`config.mk`:
```
export PLATFORM = sky130hd
export DESIGN_NAME = triangle_setup_flat
export DESIGN_NICKNAME = d
export VERILOG_FILES = /design/src/rtl/gpu_pkg.sv /design/src/rtl/triangle_setup_if.sv /design/src/rtl/recip_divider.sv /design/src/rtl/triangle_setup.sv /design/src/flat_wrapper.sv
export SDC_FILE = /design/constraint.sdc
export NUM_CORES = 2
export LEC_CHECK = 0
export ABC_AREA = 1
export CAP_MARGIN = 0
export CORE_MARGIN = 1.5
export CORE_UTILIZATION = 30
export CTS_CLUSTER_DIAMETER = 50
export DETAILED_ROUTE_END_ITERATION = 8
export PLACE_DENSITY = 0.54
export SYNTH_ARGS = -nofsm -noshare
export SYNTH_HDL_FRONTEND = slang
export SYNTH_SLANG_ARGS = --single-unit
```
`constraint.sdc`:
```
create_clock -name clk -period 16.1 [get_ports clk]
set_clock_uncertainty 0.05 [all_clocks]
set_input_delay 1.61 -clock clk [delete_from_list [all_inputs] [get_ports clk]]
set_output_delay 1.61 -clock clk [all_outputs]
set_load 0.02 [all_outputs]
```
`src/rtl/gpu_pkg.sv`:
```
// Shared definitions for the triangle setup stage.
//   - screen limits used for bounding-box clamping
//   - coefficient / area / reciprocal widths
//   - setup FSM state enum
//   - edge-equation and clamp helper functions
package gpu_pkg;

    localparam int SCREEN_W   = 320;
    localparam int SCREEN_H   = 240;
    localparam int INV_SHIFT  = 24;
    localparam int DIV_CYCLES = INV_SHIFT + 1;

    localparam int X_W     = 9;
    localparam int Y_W     = 8;
    localparam int Z_W     = 16;
    localparam int COLOR_W = 8;
    localparam int A_W     = 9;
    localparam int B_W     = 9;
    localparam int C_W     = 18;
    localparam int AREA_W  = 19;
    localparam int INV_W   = 32;

    typedef enum logic [2:0] {
        S_IDLE,
        S_EDGE,
        S_CSUM,
        S_ORIENT,
        S_DIV,
        S_LAUNCH,
        S_WAIT_DONE
    } setup_state_t;

    // A = ya - yb; fits 9-bit signed since y is 8-bit unsigned.
    function automatic logic signed [A_W-1:0] edge_a(input logic [Y_W-1:0] ya,
                                                     input logic [Y_W-1:0] yb);
        return $signed({1'b0, ya}) - $signed({1'b0, yb});
    endfunction

    // B = xb - xa, one bit wider than the output so range overflow is visible.
    function automatic logic signed [B_W:0] edge_b(input logic [X_W-1:0] xa,
                                                   input logic [X_W-1:0] xb);
        return $signed({1'b0, xb}) - $signed({1'b0, xa});
    endfunction

    // C = xa*yb - xb*ya; each product is below 2^17, so the difference is
    // exact in 18-bit two's complement.
    function automatic logic signed [C_W-1:0] edge_c(input logic [X_W-1:0] xa,
                                                     input logic [Y_W-1:0] ya,
                                                     input logic [X_W-1:0] xb,
                                                     input logic [Y_W-1:0] yb);
        logic [C_W-1:0] p_ab;
        logic [C_W-1:0] p_ba;
        p_ab = C_W'(xa) * C_W'(yb);
        p_ba = C_W'(xb) * C_W'(ya);
        return $signed(p_ab - p_ba);
    endfunction

    function automatic logic [X_W-1:0] clamp_x(input logic [X_W-1:0] x);
        return (x > X_W'(SCREEN_W - 1)) ? X_W'(SCREEN_W - 1) : x;
    endfunction

    function automatic logic [Y_W-1:0] clamp_y(input logic [Y_W-1:0] y);
        return (y > Y_W'(SCREEN_H - 1)) ? Y_W'(SCREEN_H - 1) : y;
    endfunction

endpackage

```
`src/rtl/triangle_setup_if.sv`:
```
// Triangle setup bus: upstream triangle handshake, setup results and the
// rasterizer launch/done pair.
//   master : environment side (drives tri_*, rasterizer_done)
//   slave  : setup block side (drives tri_ready, coefficients, bbox,
//            inv_area, z/color, rasterizer_start, tri_dropped)
interface triangle_setup_if;
    import gpu_pkg::*;

    logic                     tri_valid;
    logic                     tri_ready;
    logic [X_W-1:0]           tri_x1, tri_x2, tri_x3;
    logic [Y_W-1:0]           tri_y1, tri_y2, tri_y3;
    logic [Z_W-1:0]           tri_z1, tri_z2, tri_z3;
    logic [COLOR_W-1:0]       tri_color;
    logic signed [A_W-1:0]    a1, a2, a3;
    logic signed [B_W-1:0]    b1, b2, b3;
    logic signed [C_W-1:0]    c1, c2, c3;
    logic [X_W-1:0]           bbxi, bbxf;
    logic [Y_W-1:0]           bbyi, bbyf;
    logic [INV_W-1:0]         inv_area;
    logic [Z_W-1:0]           z1, z2, z3;
    logic [COLOR_W-1:0]       color;
    logic                     rasterizer_start;
    logic                     rasterizer_done;
    logic                     tri_dropped;

    modport master (
        output tri_valid, tri_x1, tri_x2, tri_x3, tri_y1, tri_y2, tri_y3,
               tri_z1, tri_z2, tri_z3, tri_color, rasterizer_done,
        input  tri_ready, a1, b1, c1, a2, b2, c2, a3, b3, c3,
               bbxi, bbxf, bbyi, bbyf, inv_area, z1, z2, z3, color,
               rasterizer_start, tri_dropped
    );

    modport slave (
        input  tri_valid, tri_x1, tri_x2, tri_x3, tri_y1, tri_y2, tri_y3,
               tri_z1, tri_z2, tri_z3, tri_color, rasterizer_done,
        output tri_ready, a1, b1, c1, a2, b2, c2, a3, b3, c3,
               bbxi, bbxf, bbyi, bbyf, inv_area, z1, z2, z3, color,
               rasterizer_start, tri_dropped
    );

endinterface

```
`src/rtl/recip_divider.sv`:
```
// Iterative unsigned restoring divider computing floor(2^INV_SHIFT / divisor).
// One quotient bit per cycle, MSB first, DIV_CYCLES cycles after start.
//   clk, rst  : clock, synchronous active-high reset
//   start     : load divisor and begin
//   divisor   : unsigned, must be non-zero
//   busy      : iteration in progress
//   done      : high during the final iteration cycle (quotient complete
//               after that edge)
//   quotient  : result; upper bits above INV_SHIFT stay 0
module recip_divider
    import gpu_pkg::*;
(
    input  logic              clk,
    input  logic              rst,
    input  logic              start,
    input  logic [AREA_W-1:0] divisor,
    output logic              busy,
    output logic              done,
    output logic [INV_W-1:0]  quotient
);

    logic [AREA_W-1:0] dvs_q;
    logic [AREA_W:0]   rem_q;
    logic [AREA_W:0]   rem_shift;
    logic [4:0]        bit_idx;
    logic              fits;

    // The dividend is a single 1 at bit INV_SHIFT, so its bits are generated
    // on the fly instead of being stored.
    assign rem_shift = {rem_q[AREA_W-1:0], (bit_idx == 5'(INV_SHIFT))};
    assign fits      = (rem_shift >= {1'b0, dvs_q});
    assign done      = busy && (bit_idx == 5'd0);

    always_ff @(posedge clk) begin
        if (rst) begin
            busy     <= 1'b0;
            dvs_q    <= '0;
            rem_q    <= '0;
            bit_idx  <= '0;
            quotient <= '0;
        end else if (start) begin
            busy     <= 1'b1;
            dvs_q    <= divisor;
            rem_q    <= '0;
            bit_idx  <= 5'(DIV_CYCLES - 1);
            quotient <= '0;
        end else if (busy) begin
            rem_q    <= fits ? (rem_shift - {1'b0, dvs_q}) : rem_shift;
            quotient <= {quotient[INV_W-2:0], fits};
            if (bit_idx == 5'd0) begin
                busy <= 1'b0;
            end else begin
                bit_idx <= bit_idx - 5'd1;
            end
        end
    end

endmodule

```
`src/rtl/triangle_setup.sv`:
```
// Triangle setup stage feeding the rasterizer: latches one triangle, forms
// the three edge equations, clamped bounding box and fixed-point inverse
// of twice the area, launches the rasterizer and holds results until done.
//   clk, rst : clock, synchronous active-high reset
//   bus      : triangle_setup_if slave (triangle in, setup results out,
//              rasterizer launch/done, drop pulse)
//
// state       | meaning
// S_IDLE      | tri_ready=1, waiting for a triangle
// S_EDGE      | edge coefficients A, B, C
// S_CSUM      | area2 = c1+c2+c3, bounding box
// S_ORIENT    | drop degenerate/oversize, flip clockwise to positive area
// S_DIV       | reciprocal of area2 (25 cycles)
// S_LAUNCH    | single-cycle rasterizer_start
// S_WAIT_DONE | outputs frozen until rasterizer_done
module triangle_setup
    import gpu_pkg::*;
(
    input  logic            clk,
    input  logic            rst,
    triangle_setup_if.slave bus
);

    setup_state_t state_q, state_d;

    logic [X_W-1:0]         x1_q, x2_q, x3_q;
    logic [Y_W-1:0]         y1_q, y2_q, y3_q;
    logic [Z_W-1:0]         z1_q, z2_q, z3_q;
    logic [COLOR_W-1:0]     color_q;
    logic signed [A_W-1:0]  a_q [3];
    logic signed [B_W-1:0]  b_q [3];
    logic signed [C_W-1:0]  c_q [3];
    logic signed [A_W-1:0]  a_w [3];
    logic signed [B_W:0]    b_w [3];
    logic signed [C_W-1:0]  c_w [3];
    logic                   b_oob_q;
    logic signed [AREA_W-1:0] area_q;
    logic [AREA_W-1:0]      area_abs;
    logic [X_W-1:0]         x_lo, x_hi, bbxi_q, bbxf_q;
    logic [Y_W-1:0]         y_lo, y_hi, bbyi_q, bbyf_q;
    logic                   div_start, div_busy, div_done;
    logic [INV_W-1:0]       quotient;
    logic                   start_pulse, drop_pulse;

    // Edge k is opposite vertex k: E1 v2->v3, E2 v3->v1, E3 v1->v2.
    assign a_w[0] = edge_a(y2_q, y3_q);
    assign b_w[0] = edge_b(x2_q, x3_q);
    assign c_w[0] = edge_c(x2_q, y2_q, x3_q, y3_q);
    assign a_w[1] = edge_a(y3_q, y1_q);
    assign b_w[1] = edge_b(x3_q, x1_q);
    assign c_w[1] = edge_c(x3_q, y3_q, x1_q, y1_q);
    assign a_w[2] = edge_a(y1_q, y2_q);
    assign b_w[2] = edge_b(x1_q, x2_q);
    assign c_w[2] = edge_c(x1_q, y1_q, x2_q, y2_q);

    assign area_abs = area_q[AREA_W-1] ? $unsigned(-area_q) : $unsigned(area_q);

    always_comb begin
        x_lo = x1_q;
        x_hi = x1_q;
        y_lo = y1_q;
        y_hi = y1_q;
        if (x2_q < x_lo) x_lo = x2_q;
        if (x3_q < x_lo) x_lo = x3_q;
        if (x2_q > x_hi) x_hi = x2_q;
        if (x3_q > x_hi) x_hi = x3_q;
        if (y2_q < y_lo) y_lo = y2_q;
        if (y3_q < y_lo) y_lo = y3_q;
        if (y2_q > y_hi) y_hi = y2_q;
        if (y3_q > y_hi) y_hi = y3_q;
    end

    always_ff @(posedge clk) begin
        if (rst) begin
            state_q <= S_IDLE;
        end else begin
            state_q <= state_d;
        end
    end

    always_comb begin
        state_d     = state_q;
        div_start   = 1'b0;
        start_pulse = 1'b0;
        drop_pulse  = 1'b0;
        case (state_q)
            S_IDLE:   if (bus.tri_valid) state_d = S_EDGE;
            S_EDGE:   state_d = S_CSUM;
            S_CSUM:   state_d = S_ORIENT;
            S_ORIENT: begin
                if (area_q == '0 || b_oob_q) begin
                    drop_pulse = 1'b1;
                    state_d    = S_IDLE;
                end else begin
                    div_start = 1'b1;
                    state_d   = S_DIV;
                end
            end
            S_DIV: begin
                if (div_done) begin
                    state_d = S_LAUNCH;
                end else if (!div_busy) begin
                    // Divider idle without finishing: recover instead of hanging.
                    state_d = S_IDLE;
                end
            end
            S_LAUNCH: begin
                start_pulse = 1'b1;
                state_d     = S_WAIT_DONE;
            end
            S_WAIT_DONE: if (bus.rasterizer_done) state_d = S_IDLE;
            default:  state_d = S_IDLE;
        endcase
    end

    always_ff @(posedge clk) begin
        if (rst) begin
            {x1_q, x2_q, x3_q} <= '0;
            {y1_q, y2_q, y3_q} <= '0;
            {z1_q, z2_q, z3_q} <= '0;
            color_q <= '0;
            for (int k = 0; k < 3; k++) begin
                a_q[k] <= '0;
                b_q[k] <= '0;
                c_q[k] <= '0;
            end
            b_oob_q <= 1'b0;
            area_q  <= '0;
            bbxi_q  <= '0;
            bbxf_q  <= '0;
            bbyi_q  <= '0;
            bbyf_q  <= '0;
        end else begin
            case (state_q)
                S_IDLE: begin
                    if (bus.tri_valid) begin
                        x1_q <= bus.tri_x1;
                        x2_q <= bus.tri_x2;
                        x3_q <= bus.tri_x3;
                        y1_q <= bus.tri_y1;
                        y2_q <= bus.tri_y2;
                        y3_q <= bus.tri_y3;
                        z1_q <= bus.tri_z1;
                        z2_q <= bus.tri_z2;
                        z3_q <= bus.tri_z3;
                        color_q <= bus.tri_color;
                    end
                end
                S_EDGE: begin
                    for (int k = 0; k < 3; k++) begin
                        a_q[k] <= a_w[k];
                        b_q[k] <= b_w[k][B_W-1:0];
                        c_q[k] <= c_w[k];
                    end
                    // B outside -256..255 shows up as the top two bits differing.
                    b_oob_q <= (b_w[0][B_W] != b_w[0][B_W-1]) ||
                               (b_w[1][B_W] != b_w[1][B_W-1]) ||
                               (b_w[2][B_W] != b_w[2][B_W-1]);
                end
                S_CSUM: begin
                    area_q <= AREA_W'(c_q[0]) + AREA_W'(c_q[1]) + AREA_W'(c_q[2]);
                    bbxi_q <= clamp_x(x_lo);
                    bbxf_q <= clamp_x(x_hi);
                    bbyi_q <= clamp_y(y_lo);
                    bbyf_q <= clamp_y(y_hi);
                end
                S_ORIENT: begin
                    // Clockwise input: flip so interior pixels evaluate >= 0.
                    if (area_q[AREA_W-1]) begin
                        for (int k = 0; k < 3; k++) begin
                            a_q[k] <= -a_q[k];
                            b_q[k] <= -b_q[k];
                            c_q[k] <= -c_q[k];
                        end
                        area_q <= -area_q;
                    end
                end
                default: ;
            endcase
        end
    end

    recip_divider u_recip (
        .clk      (clk),
        .rst      (rst),
        .start    (div_start),
        .divisor  (area_abs),
        .busy     (div_busy),
        .done     (div_done),
        .quotient (quotient)
    );

    assign bus.tri_ready        = (state_q == S_IDLE);
    assign bus.rasterizer_start = start_pulse;
    assign bus.tri_dropped      = drop_pulse;
    assign bus.a1 = a_q[0];
    assign bus.b1 = b_q[0];
    assign bus.c1 = c_q[0];
    assign bus.a2 = a_q[1];
    assign bus.b2 = b_q[1];
    assign bus.c2 = c_q[1];
    assign bus.a3 = a_q[2];
    assign bus.b3 = b_q[2];
    assign bus.c3 = c_q[2];
    assign bus.bbxi     = bbxi_q;
    assign bus.bbxf     = bbxf_q;
    assign bus.bbyi     = bbyi_q;
    assign bus.bbyf     = bbyf_q;
    assign bus.inv_area = quotient;
    assign bus.z1       = z1_q;
    assign bus.z2       = z2_q;
    assign bus.z3       = z3_q;
    assign bus.color    = color_q;

endmodule

```
`src/flat_wrapper.sv`:
```
// flat-port wrapper written by rule: the top's interface ports become plain ports
module triangle_setup_flat import gpu_pkg::*;
  (clk, rst, bus_tri_valid, bus_tri_x1, bus_tri_x2, bus_tri_x3, bus_tri_y1, bus_tri_y2, bus_tri_y3, bus_tri_z1, bus_tri_z2, bus_tri_z3, bus_tri_color, bus_rasterizer_done, bus_tri_ready, bus_a1, bus_b1, bus_c1, bus_a2, bus_b2, bus_c2, bus_a3, bus_b3, bus_c3, bus_bbxi, bus_bbxf, bus_bbyi, bus_bbyf, bus_inv_area, bus_z1, bus_z2, bus_z3, bus_color, bus_rasterizer_start, bus_tri_dropped);
  triangle_setup_if bus_i ();
  input  logic clk;
  input  logic rst;
  input wire logic [$bits(bus_i.tri_valid)-1:0] bus_tri_valid;
  input wire logic [$bits(bus_i.tri_x1)-1:0] bus_tri_x1;
  input wire logic [$bits(bus_i.tri_x2)-1:0] bus_tri_x2;
  input wire logic [$bits(bus_i.tri_x3)-1:0] bus_tri_x3;
  input wire logic [$bits(bus_i.tri_y1)-1:0] bus_tri_y1;
  input wire logic [$bits(bus_i.tri_y2)-1:0] bus_tri_y2;
  input wire logic [$bits(bus_i.tri_y3)-1:0] bus_tri_y3;
  input wire logic [$bits(bus_i.tri_z1)-1:0] bus_tri_z1;
  input wire logic [$bits(bus_i.tri_z2)-1:0] bus_tri_z2;
  input wire logic [$bits(bus_i.tri_z3)-1:0] bus_tri_z3;
  input wire logic [$bits(bus_i.tri_color)-1:0] bus_tri_color;
  input wire logic [$bits(bus_i.rasterizer_done)-1:0] bus_rasterizer_done;
  output wire logic [$bits(bus_i.tri_ready)-1:0] bus_tri_ready;
  output wire logic [$bits(bus_i.a1)-1:0] bus_a1;
  output wire logic [$bits(bus_i.b1)-1:0] bus_b1;
  output wire logic [$bits(bus_i.c1)-1:0] bus_c1;
  output wire logic [$bits(bus_i.a2)-1:0] bus_a2;
  output wire logic [$bits(bus_i.b2)-1:0] bus_b2;
  output wire logic [$bits(bus_i.c2)-1:0] bus_c2;
  output wire logic [$bits(bus_i.a3)-1:0] bus_a3;
  output wire logic [$bits(bus_i.b3)-1:0] bus_b3;
  output wire logic [$bits(bus_i.c3)-1:0] bus_c3;
  output wire logic [$bits(bus_i.bbxi)-1:0] bus_bbxi;
  output wire logic [$bits(bus_i.bbxf)-1:0] bus_bbxf;
  output wire logic [$bits(bus_i.bbyi)-1:0] bus_bbyi;
  output wire logic [$bits(bus_i.bbyf)-1:0] bus_bbyf;
  output wire logic [$bits(bus_i.inv_area)-1:0] bus_inv_area;
  output wire logic [$bits(bus_i.z1)-1:0] bus_z1;
  output wire logic [$bits(bus_i.z2)-1:0] bus_z2;
  output wire logic [$bits(bus_i.z3)-1:0] bus_z3;
  output wire logic [$bits(bus_i.color)-1:0] bus_color;
  output wire logic [$bits(bus_i.rasterizer_start)-1:0] bus_rasterizer_start;
  output wire logic [$bits(bus_i.tri_dropped)-1:0] bus_tri_dropped;
  assign bus_i.tri_valid = bus_tri_valid;
  assign bus_i.tri_x1 = bus_tri_x1;
  assign bus_i.tri_x2 = bus_tri_x2;
  assign bus_i.tri_x3 = bus_tri_x3;
  assign bus_i.tri_y1 = bus_tri_y1;
  assign bus_i.tri_y2 = bus_tri_y2;
  assign bus_i.tri_y3 = bus_tri_y3;
  assign bus_i.tri_z1 = bus_tri_z1;
  assign bus_i.tri_z2 = bus_tri_z2;
  assign bus_i.tri_z3 = bus_tri_z3;
  assign bus_i.tri_color = bus_tri_color;
  assign bus_i.rasterizer_done = bus_rasterizer_done;
  assign bus_tri_ready = bus_i.tri_ready;
  assign bus_a1 = bus_i.a1;
  assign bus_b1 = bus_i.b1;
  assign bus_c1 = bus_i.c1;
  assign bus_a2 = bus_i.a2;
  assign bus_b2 = bus_i.b2;
  assign bus_c2 = bus_i.c2;
  assign bus_a3 = bus_i.a3;
  assign bus_b3 = bus_i.b3;
  assign bus_c3 = bus_i.c3;
  assign bus_bbxi = bus_i.bbxi;
  assign bus_bbxf = bus_i.bbxf;
  assign bus_bbyi = bus_i.bbyi;
  assign bus_bbyf = bus_i.bbyf;
  assign bus_inv_area = bus_i.inv_area;
  assign bus_z1 = bus_i.z1;
  assign bus_z2 = bus_i.z2;
  assign bus_z3 = bus_i.z3;
  assign bus_color = bus_i.color;
  assign bus_rasterizer_start = bus_i.rasterizer_start;
  assign bus_tri_dropped = bus_i.tri_dropped;
  triangle_setup u_core (.clk(clk), .rst(rst), .bus(bus_i));
endmodule
```
After elaboration in Yosys (flattened, before gate mapping)

Memories as Yosys holds them, arrays and structs flattened.
Index checks and enable logic that the tools add are counted.

Register bits: 240
Bits in latches: 0
Memory bits (writable): 108
Memory bits (read-only): 0
Input bits: 111
Output and inout port bits: 233
Word-level logic and storage cells: 174
Memories: 3

Memories:

| name       | depth | width | rd ports | clocked after Yosys merged registers in | wr ports | RTL line             | text |
|---|---|---|---|---|---|---|---|
| u_core.c_q | 3     | 18    | 3        | 0                                       | 3        | triangle_setup.sv:32 | `logic signed [C_W-1:0] c_q [3];` |
| u_core.a_q | 3     | 9     | 3        | 0                                       | 3        | triangle_setup.sv:30 | `logic signed [A_W-1:0] a_q [3];` |
| u_core.b_q | 3     | 9     | 3        | 0                                       | 3        | triangle_setup.sv:31 | `logic signed [B_W-1:0] b_q [3];` |

Add/sub/neg operators: 23
Multipliers: 6
Divide/modulo/power cells: 0
$lt $le $gt $ge: 13
Eq/ne operators: 14
Shifts and indexed selects: 0
Mux-type cells: 59
Bitwise operators: 19
Reduce and logical (&&, ||, !) cells: 14

Operators with widths:

| kind               | number |
|---|---|
| $mux 9             | 18 |
| $mux 18            | 6 |
| $mul 9x8->17       | 6 |
| $neg 18->18        | 3 |
| $neg 9->9          | 6 |
| $sub 17x17->18     | 3 |
| $mux 8             | 6 |
| $mux 19            | 2 |
| $pmux 19 s2        | 1 |
| $sub 9x9->10       | 3 |
| $sub 8x8->9        | 3 |
| $pmux 3 s7         | 1 |
| $ge 20x19->1       | 1 |
| $add 18x18->19     | 1 |
| $add 19x18->19     | 1 |
| $logic_not 19->1   | 1 |
| $neg 19->19        | 1 |
| $sub 19x19->19     | 1 |
| $gt 9x9->1         | 2 |
| $gt 9x9->1 const B | 2 |
| $lt 9x9->1         | 2 |
| $or 1x1->1         | 18 |
| $mux 1             | 17 |
| $gt 8x8->1         | 2 |
| 22 further kinds   | 41 |

Longest topological paths before layout

Depth after elaboration: 6
Mapped depth: 33

Modules after synthesis

A second synthesis with hierarchy kept.

Cells, all modules: 4780
Area total of the unflattened synthesis: 36233.5 µm²

Modules (own cells, without submodules):

| module         | times used | cells each | area each (µm²) |
|---|---|---|---|
| triangle_setup | 1          | 4162       | 32014.5 |
| recip_divider  | 1          | 618        | 4219.0 |

Least setup slack after synthesis

OpenSTA, ideal clock, no wires.

Path type: register to register
From: register u_core.y3_q[6]
To: memory u_core.c_q[0][15], data pin
Library setup time: 0.254 ns
Arrival time: 5.588 ns
Data required time: 15.796 ns
Setup slack: 10.208 ns
Stages on the path, launching flop included: 27
Buffers on the path: 2
Path through: dfxtp_1 -> clkbuf_1 -> buf_1 -> nand2_1 -> fa_1 -> fa_1 -> fa_1 -> inv_1 -> fa_1 -> fa_1 -> inv_1 -> fa_1 -> inv_1 -> ha_1 -> a21oi_1 -> nor2_1 -> nor2_1 -> o21ai_1 -> inv_1 -> nor2_1 -> nor2_1 -> o21ai_1 -> nand2_1 -> nand2_1 -> nand2_1 -> nand3_1 -> nand2_1

RTL lines:

| element                  | RTL line              | text |
|---|---|---|
| start: declaration       | triangle_setup.sv:27  | `logic [Y_W-1:0] y1_q, y2_q, y3_q;` |
| start signal: assignment | triangle_setup.sv:142 | `y3_q <= bus.tri_y3;` |
| end: declaration         | triangle_setup.sv:32  |  |

==> reports/metrics.yaml <==
critical_path:
  endpoint_kind: "register"
  crit_required_ps: 16430
  critPathArrivalTime_ps: 6940
  critical_path_class: "reg -> reg"
  critPathLaunchType: "register"
  cp_max_fo: 21
logic_synthesis:
  synthMuxAreaShare_pct: 0.0281
  synth_edf_count: 108
  synth_nets: 5443
  async_reset_ff_share_pct: 0
  synth_flop_cell: "dfxtp_1"
  ys_warn_count: 0
  synth_area_um2: 35700
  synthAdderAreaFrac_pct: 32.1
  synth_area_per_cell_um2: 7.70
  synth_xor_area_share_pct: 3.09
  ys_seq_area_share_pct: 22.6
  synth.distinct_cells: 64
  synth_top_family_by_area: "adder cells"
  synth-simple-area-share_pct: 17.3
  ys_seq_elements: 348
  synth_compound_area_share_pct: 12.3
  syn_inst: 4635
worst_hold_path:
  hold_class: "reg -> reg"
routing:
  dr.first_iter.drc_count: 2299
  routed_wl_um: 123000
  viasPerCell: 4.86
  dr.pass1.iters: 7
  ant_nets: 0
  drc: 0
  route.vias.total: 31400
  routedWlPerCell_um: 19.1
sta:
  rsz0062_at_grt: "false"
  slew_headroom_pct: 14.6
  hold_viol: 0
  fin_ws_ps: 9500
  finalSetupTns_ps: 0
  worst_pin_slew_ps: 1280
  slew_viol_final: 0
  period_minus_slack_ps: 6600
  setup_viol_count_final: 0
  finalCritPeriodShare_pct: 41.0
  max_freq_mhz: 151
grt:
  grt.total_usage_pct: 19.9
  grt.overflow.total: 0
  grt_pass1_wl_um: 187000
  antenna_found_initial: 2
  grt_start_max_net_pins: 83
  busiest_layer: "met2"
  met3_usage_pct: 3.07
  use_met1_pct: 27.8
  grt_use_met2_pct: 32.4
  grt_pass1_vias: 30600
clocking:
  numCtsBuffers: 56
  postCtsHoldBufs: 0
  path_clk_slew_ps: 60
  cts_root_buf: "clkbuf_16"
  cts_buffer_depth: 3
  h-tree-depth: 2
  cts_resized: 0
  cts_sinks: 348
  cts_tree: "yes"
  clk_latency_ps: 630
  postCtsSetupRepairBufs: 0
floorplan:
  rows: 126
  die-area_um2: 121000
  initial_core_util_pct: 30.2
  dieHeight_um: 348
  core_region_area_um2: 118000
  fp.dieW_um: 348
  boundaryPins: 344
finish:
  fin_nets: 5685
  mostFrequentLayoutCells: "nand2_1 (995), inv_1 (974), fa_1 (365), clkdlybuf4s50_1 (341), a21oi_1 (334)"
  seq_area_um2: 8050
  fin_util_pct: 36.2
  drive_gt1_share_pct: 4.49
  multi_input_area_um2: 23200
  final_common_cell: "nand2_1"
  fillers: 12300
  area_growth_pct: 19.6
placement:
  dp_hpwl_um: 94600
  pre_cts_ws_ps: 9560
  io_buffers: 343
  gp_congestion: 0.914
run:
  maxCapViolations: 0
power_and_ir_drop:
  finalPower_mw: 7.39
  power_leakage_nw: 20.3
  powerDensity_nw_per_um2: 173
  ir_drop_v: 0.000150
run_status:
  status: "finished clean"
[area by class of cell]
type	count	share of cell area [%]
multi-input cells	3093	54.3
clock buffers	74	3.78
flip-flops and latches	348	18.9
repair buffers	393	8.91
well taps	1536	4.51
inverters	985	8.67
diodes	1	0.00587
clock inverters	31	0.954
[critical path: stages, from the launching register on]
cell	delay, ps
dfxtp_1	1100
nand2_1	210
fa_1	630
fa_1	470
fa_1	520
inv_1	50
fa_1	470
fa_1	540
inv_1	50
fa_1	550
inv_1	50
ha_1	330
nand2_1	90
nand2_1	60
a21oi_1	70
nor2_1	140
nor2_1	60
o21bai_1	150
nand2_1	110
a31oi_1	250
nand3_1	140
nand2_1	80
nand2_1	50
nand3_1	70
nand2_1	60
[final timing paths]
check,slack [ps],depth (start not counted),start,endpoint
setup / recovery,9500,24,u_core.x3_q[3],u_core.c_q[0][32]
hold / removal,410,2,u_core.bus.z2[1],u_core.bus.z2[1]
setup reg to reg,9500,24,u_core.x3_q[3],u_core.c_q[0][32]
hold reg to reg,410,2,u_core.bus.z2[1],u_core.bus.z2[1]
[sequential cells by signal (all words and copies together), names as in the netlist, 3 cells and up]
register	flops
u_core.c_q	54
u_core.u_recip.quotient	32
u_core.a_q	27
u_core.b_q	27
u_core.area_q	19
u_core.u_recip.dvs_q	19
u_core.u_recip.rem_q	19
u_core.bus.z1	16
u_core.bus.z2	16
u_core.bus.z3	16
u_core.bus.bbxf	9
u_core.bus.bbxi	9
u_core.x1_q	9
u_core.x2_q	9
u_core.x3_q	9
u_core.bus.bbyf	8
u_core.bus.bbyi	8
u_core.bus.color	8
u_core.y1_q	8
u_core.y2_q	8
u_core.y3_q	8
u_core.u_recip.bit_idx	5
u_core.state_q	3
[report_power, final]
group,switching (mW),internal [mW],total (mW)
clock,0.500,0.813,1.31
sequential,0.253,1.06,1.31
combinational,2.99,1.78,4.77
[routing by layer]
metal	wire (um)	vias up
met5	0	-
met4	2410	0
met1	56500	15300
met3	7790	151
met2	56400	930
li1	-	15000
[metrics by stage]
stage          area (um2)  hold WS (ps)  instances
3_5_place_dp        40600           401       6355
6_report            42600           408       6461
2_1_floorplan       35700           385       4635
3_3_place_gp        40600           399       6355
4_1_cts             42600           409       6460
5_1_grt             42600           424       6460
[cell usage after synthesis, types with 3 or more instances]
cell type / count / area [um2]
o31ai_1: 17 / 128
nand3_1: 152 / 761
nor3_1: 59 / 295
a21oi_2: 6 / 52.6
xnor2_1: 47 / 412
a211oi_1: 9 / 67.6
nand4_1: 12 / 75.1
o211ai_1: 19 / 143
inv_2: 8 / 30.0
a31oi_1: 22 / 138
and2_1: 4 / 25.0
o22ai_1: 33 / 206
nor3_2: 5 / 50.1
o21ai_0: 249 / 1250
nor2_4: 3 / 33.8
o21ai_2: 3 / 26.3
o221ai_1: 8 / 70.1
nor2_1: 207 / 777
edfxtp_1: 108 / 3240
o21ai_1: 14 / 70.1
clkbuf_1: 182 / 683
buf_1: 14 / 52.6
o32ai_1: 10 / 87.6
fa_1: 365 / 7310
xor2_1: 79 / 692
a22o_1: 11 / 96.3
or2_2: 10 / 62.6
nor4_2: 3 / 37.5
a221oi_1: 15 / 131
buf_2: 11 / 55.1
nand2_1: 997 / 3740
nor4_1: 8 / 50.1
o21a_1: 5 / 37.5
nand3b_1: 3 / 22.5
o2111ai_1: 3 / 26.3
nand2_4: 4 / 45.0
o21bai_1: 5 / 37.5
ha_1: 332 / 4150
or3b_2: 3 / 26.3
nand2_2: 11 / 68.8
dfxtp_1: 240 / 4800
a21oi_1: 334 / 1670
inv_1: 976 / 3660
a21o_1: 8 / 60.1
[cells by family after synthesis]
group	Yosys count
buf+inv	1194
compound gates	779
mux	1
flops	348
fa+ha+maj	697
simple gates	1490
xor+xnor	126
(Power assumes the default switching activity.)
